[src/rtl/note_player_pkg.sv]
// Shared types and constants for one synthesiser voice: FSM states and the
// per-note phase step table for a 20-bit accumulator clocked at 48 kHz.
package note_player_pkg;

    localparam int unsigned SAMPLE_RATE = 48000;
    localparam int unsigned STEP_W      = 20;
    localparam int unsigned NOTE_W      = 6;
    localparam int unsigned NUM_NOTES   = 64;

    typedef enum logic [1:0] {
        StIdle,
        StLoad,
        StPlaying
    } state_e;

    // step[n] = round(440 * 2^((n-49)/12) * 2^20 / SAMPLE_RATE), note 0 is a rest
    localparam logic [STEP_W-1:0] STEP_TABLE [NUM_NOTES] = '{
        20'd0,
        20'd601,   20'd636,   20'd674,   20'd714,   20'd757,   20'd802,
        20'd850,   20'd900,   20'd954,   20'd1010,  20'd1070,  20'd1134,
        20'd1201,  20'd1273,  20'd1349,  20'd1429,  20'd1514,  20'd1604,
        20'd1699,  20'd1800,  20'd1907,  20'd2021,  20'd2141,  20'd2268,
        20'd2403,  20'd2546,  20'd2697,  20'd2858,  20'd3028,  20'd3208,
        20'd3398,  20'd3600,  20'd3815,  20'd4041,  20'd4282,  20'd4536,
        20'd4806,  20'd5092,  20'd5395,  20'd5715,  20'd6055,  20'd6415,
        20'd6797,  20'd7201,  20'd7629,  20'd8083,  20'd8563,  20'd9072,
        20'd9612,  20'd10184, 20'd10789, 20'd11431, 20'd12110, 20'd12830,
        20'd13593, 20'd14402, 20'd15258, 20'd16165, 20'd17127, 20'd18145,
        20'd19224, 20'd20367, 20'd21578
    };

endpackage

[src/rtl/note_player_step_lut.sv]
// Registered note-to-phase-step ROM; data appears one cycle after the address.
module note_step_lut
    import note_player_pkg::*;
(
    input  logic              clk_i,
    input  logic              reset_i,
    input  logic [NOTE_W-1:0] note_i,
    output logic [STEP_W-1:0] step_o
);

    logic [STEP_W-1:0] step_q;

    always_ff @(posedge clk_i or posedge reset_i) begin
        if (reset_i) begin
            step_q <= '0;
        end else begin
            step_q <= STEP_TABLE[note_i];
        end
    end

    assign step_o = step_q;

endmodule

[src/rtl/note_player.sv]
// One synthesiser voice: counts a note down in beats and emits a triangle
// sample from a phase accumulator on each sample strobe while playing.
module note_player
    import note_player_pkg::*;
#(
    parameter int unsigned PHASE_W  = 20,
    parameter int unsigned SAMPLE_W = 16
) (
    input  logic                clk_i,
    input  logic                reset_i,
    input  logic                play_enable_i,
    input  logic [NOTE_W-1:0]   note_to_load_i,
    input  logic [5:0]          duration_to_load_i,
    input  logic                load_new_note_i,
    input  logic                beat_i,
    input  logic                generate_next_sample_i,
    output logic                done_with_note_o,
    output logic                new_sample_ready_o,
    output logic [SAMPLE_W-1:0] sample_out_o
);

    localparam logic [SAMPLE_W-1:0] MidScale = {1'b1, {(SAMPLE_W-1){1'b0}}};

    state_e              state_q, state_d;
    logic [NOTE_W-1:0]   note_q, note_d;
    logic [5:0]          count_q, count_d;
    logic [PHASE_W-1:0]  phase_q, phase_d;
    logic                ready_q, ready_d;
    logic [SAMPLE_W-1:0] sample_q, sample_d;

    logic [STEP_W-1:0]   step;
    logic                accept;
    logic                advance;
    logic                last_beat;
    logic [PHASE_W-1:0]  phase_next;
    logic [SAMPLE_W-1:0] fold;

    note_step_lut u_step_lut (
        .clk_i   (clk_i),
        .reset_i (reset_i),
        .note_i  (note_q),
        .step_o  (step)
    );

    // A load wins over any beat or sample strobe in the same cycle; loads are
    // ignored only during the single LOAD cycle while the step fetch is in flight.
    assign accept    = load_new_note_i && (state_q != StLoad);
    assign advance   = (state_q == StPlaying) && play_enable_i && !accept;
    assign last_beat = advance && beat_i && (count_q == 6'd1);

    always_ff @(posedge clk_i or posedge reset_i) begin
        if (reset_i) begin
            state_q <= StIdle;
        end else begin
            state_q <= state_d;
        end
    end

    always_comb begin
        state_d = state_q;
        unique case (state_q)
            StIdle: begin
                if (accept && (duration_to_load_i != '0)) state_d = StLoad;
            end
            StLoad: begin
                state_d = StPlaying;
            end
            StPlaying: begin
                if (accept) begin
                    state_d = (duration_to_load_i != '0) ? StLoad : StIdle;
                end else if (last_beat) begin
                    state_d = StIdle;
                end
            end
            default: state_d = StIdle;
        endcase
    end

    always_comb begin
        done_with_note_o   = (state_q == StIdle);
        new_sample_ready_o = ready_q;
        sample_out_o       = sample_q;
    end

    always_comb begin
        phase_next = phase_q + PHASE_W'(step);
        // Fold the upper half of the cycle back down to form the triangle.
        fold = phase_next[PHASE_W-1] ? ~phase_next[PHASE_W-2 -: SAMPLE_W]
                                     :  phase_next[PHASE_W-2 -: SAMPLE_W];

        note_d   = note_q;
        count_d  = count_q;
        phase_d  = phase_q;
        ready_d  = 1'b0;
        sample_d = sample_q;

        if (accept) begin
            if (duration_to_load_i != '0) begin
                note_d  = note_to_load_i;
                count_d = duration_to_load_i;
            end else begin
                count_d = '0;
            end
            phase_d = '0;
        end else if (advance) begin
            if (beat_i) count_d = count_q - 6'd1;
            if (generate_next_sample_i) begin
                phase_d  = phase_next;
                ready_d  = 1'b1;
                sample_d = (note_q == '0) ? '0 : (fold - MidScale);
            end
        end
    end

    always_ff @(posedge clk_i or posedge reset_i) begin
        if (reset_i) begin
            note_q   <= '0;
            count_q  <= '0;
            phase_q  <= '0;
            ready_q  <= 1'b0;
            sample_q <= '0;
        end else begin
            note_q   <= note_d;
            count_q  <= count_d;
            phase_q  <= phase_d;
            ready_q  <= ready_d;
            sample_q <= sample_d;
        end
    end

endmodule

[config.mk]
export PLATFORM = sky130hd
export DESIGN_NAME = note_player
export DESIGN_NICKNAME = d
export VERILOG_FILES = /design/src/rtl/note_player_pkg.sv /design/src/rtl/note_player_step_lut.sv /design/src/rtl/note_player.sv
export SDC_FILE = /design/constraint.sdc
export NUM_CORES = 1
export LEC_CHECK = 0
export ABC_AREA = 1
export CORE_UTILIZATION = 45
export CTS_CLUSTER_DIAMETER = 60
export CTS_CLUSTER_SIZE = 10
export DETAILED_ROUTE_END_ITERATION = 10
export PLACE_DENSITY = 0.69
export SLEW_MARGIN = 10
export SYNTH_ARGS = -nofsm -noshare
export SYNTH_HDL_FRONTEND = slang
export SYNTH_SLANG_ARGS = --single-unit
[constraint.sdc]
create_clock -name clk_i -period 4.5 [get_ports clk_i]
set_input_delay 0.9 -clock clk_i [delete_from_list [all_inputs] [get_ports clk_i]]
set_output_delay 0.9 -clock clk_i [all_outputs]
set_load 0.05 [all_outputs]
==> metrics <==
Post-synth EDFFs 0; Pwr Density roughly 550 nW/um^2; sequential share of the synthesized area 0.335; total grt overflow 0; Hold Crit Start sample_out_o[6]; Placer Congestion 0.981; Post-Synthesis Cells 732; mapped cell area 4930 sq um; CP endpoint kind register; post-synth top area share 0.335; CTS Sinks 66; Async SR Flop Fraction 1.00; Die Ht 107 microns; hold crit path type register to register; Inserted Diodes 0; Main synth FF type dfrtp_1; Cell Count, Final, Fillers Out 901; met1 wire length 6.21 mm; DRT Pass-1 Iters 5; largest net degree at the start of global routing 53; gr usage total 0.254; hpwl dp between 10 and 15 mm; drt wl/cell roughly 15 microns; clk root buf clkbuf_8; Cell Rows 37; Synth area leader dfrtp_1; Boundary Pins 36; synth unique cells 41; Setup Buffers After CTS 0; Area contributors post-synth dfrtp_1, nand2_1, nand3_1; Peak supply drop between 200 and 300 uV; top sig layer met4; setup violators final 0; vias per inst around 5.6; Port Buf Inserts 35; hold path endpoint sample_out_o[6]; DRT iter0 DRCs 303; leakage 2.85 nW; TritonCTS clock tree yes; Final period util 0.586; Reg clk slew, reported paths 0.07 ns; crit path max fanout 36; post-cts sizing count 0; FF-to-FF setup slack 1.89 ns; Mapped Nets between 700 and 800; via count 5004; reg2reg end u_step_lut.step_o[6]; Required @ worst endpoint around 4.8 ns; worst reg2reg path startpoint note_q[0]; status finished, final reports clean; crit path kind input pin to register; Worst EP arrival 2.92 ns; Die ar. 11400 sq um; Worst-Margin Slew between 1 and 1.5 ns; Die Width 107 microns; minimum clock period after layout 2.64 ns; fin. max-slew vios 0; Num CTS Buffers 9; CP Launch Type input pin; first-pass GRT wire length 22.7 mm; final hold viol count 0; Routed Antenna Nets 0; share of layout cells above drive strength 1 0.0536; vias in the first global route 4743; Max clock buf depth 2; max_slew headroom 0.286; R2R depth 8; worst hold path depth 2; Clock Latency Late Sink 0.35 ns; core area 10500 sq um; metal2 WL about 6.2 mm; nets roughly 810; DRC errors left 0; Routed met3 length 892 microns; Initial Util 0.471; Layout area overhead 13.2%; initial antenna violation count 0; syn avg cell area 6.73 sq um; CP Launch Point play_enable_i; CTS Hold Bufs 0; H-Tree Depth 3; Fmax achieved 0.379 GHz; placed cells 885; setup TNS 0 ns; MaxCap Viol Count 0; Synth Warn # 0; Routed WL 13.7 mm; Worst Skew 0.0119 ns; Yosys reg bits 66; RSZ-0062 raised after global routing no
==> how the worst max path moves through the flow <==
stage / endpoint / slack, ns / cells after the start
6_report: sample_out_o[4] / 1.86 / 9
5_1_grt: sample_out_o[3] / 1.72 / 9
4_1_cts: sample_out_o[4] / 1.88 / 9
3_5_place_dp: sample_out_o[4] / 1.52 / 9
3_3_place_gp: sample_out_o[5] / 1.56 / 9
2_1_floorplan: count_q[0] / 1.95 / 1
==> report_power, final <==
group / total [W] / switching [W] / internal, W / leakage, nW
registers: 0.000907 / 0.000143 / 0.000764 / 0.842
clock network: 0.000520 / 0.000234 / 0.000285 / 0.0986
logic: 0.00166 / 0.00112 / 0.000537 / 1.91
total: 0.00309 / 0.00150 / 0.00159 / 2.85
==> layout make-up <==
cell class,instances,area [sq um]
fill,1041,4890
multi-input combinational,555,2840
sequential,66,1650
timing repair buffer,39,380
inverter,89,334
tap,136,170
clock buffer,12,155
clock inverter,4,50.0
==> cells in the final DEF, fill, tap and decap left out, types with 3 or more instances in the layout <==
cell type	n
o2111ai_1	3
nand3b_1	3
ha_1	26
o21ai_0	51
nor2_1	70
a21oi_1	27
nand3_1	70
dfrtp_1	66
inv_1	82
buf_4	4
o31ai_1	3
clkbuf_8	11
o221ai_1	3
nand2_4	3
o22ai_1	12
nand2_1	229
xor2_1	5
nor3_1	6
nor2_2	4
o211ai_1	5
nand2_2	5
xnor2_1	8
clkdlybuf4s50_1	35
inv_2	6
==> critical path, cell delays in order <==
cell and delay, ns:
clkdlybuf4s50_1 0.46, nand2_1 0.06, inv_2 0.08, nand2_4 0.13, nor2_4 0.14, inv_2 0.26, a41oi_4 0.64, nand3_1 0.15
nand2_1 0.09
==> through the flow <==
step / utilization / cell area (sq um) / hold WS (ns) / power (W) / setup WS [ns]
final: 0.533 / 5580 / 0.482 / 0.00309 / 1.86
after global routing: 0.533 / 5580 / 0.513 / 0.00331 / 1.72
after CTS: 0.533 / 5580 / 0.487 / 0.00306 / 1.88
after detailed placement: 0.513 / 5370 / 0.468 / 0.00254 / 1.52
after global placement: 0.513 / 5370 / 0.465 / 0.00253 / 1.56
after floorplan: - / 4930 / 0.449 / 0.00207 / 1.95
==> cell families (layout without fill, tap and decap cells) <==
| logic type | Yosys count | count (layout) | share of synthesized area |
|---|---|---|---|
| AOI/OAI and AO/OA | 118 | 118 | 0.144 |
| xor gates and xnor gates | 13 | 13 | 0.0231 |
| adders and majority gates | 27 | 27 | 0.0701 |
| buffers and inverters | 111 | 144 | 0.0896 |
| DFF | 66 | 66 | 0.335 |
| and+or+nand+nor | 397 | 397 | 0.338 |
==> routing by layer <==
layer	track usage	up-vias
met3	0.0395	32
li1	-	2435
met5	0	-
met4	0.123	0
met2	0.404	204
met1	0.338	2333
==> flip-flops by register name (all words and copies together), names as in the netlist <==
| name | count |
|---|---|
| phase_q | 20 |
| sample_out_o | 16 |
| u_step_lut.step_o | 15 |
| count_q | 6 |
| note_q | 6 |
| state_q | 2 |
| new_sample_ready_o | 1 |
==> synth_stat cells (4+ instances only) <==
| library cell | number |
|---|---|
| nand2_1 | 229 |
| inv_1 | 83 |
| nand3_1 | 70 |
| nor2_1 | 70 |
| dfrtp_1 | 66 |
| o21ai_0 | 51 |
| a21oi_1 | 27 |
| ha_1 | 26 |
| clkbuf_1 | 15 |
| o22ai_1 | 12 |
| xnor2_1 | 8 |
| nor3_1 | 6 |
| inv_2 | 5 |
| nand2_2 | 5 |
| o211ai_1 | 5 |
| xor2_1 | 5 |
| nor2_2 | 4 |
(Power assumes the default switching activity.)
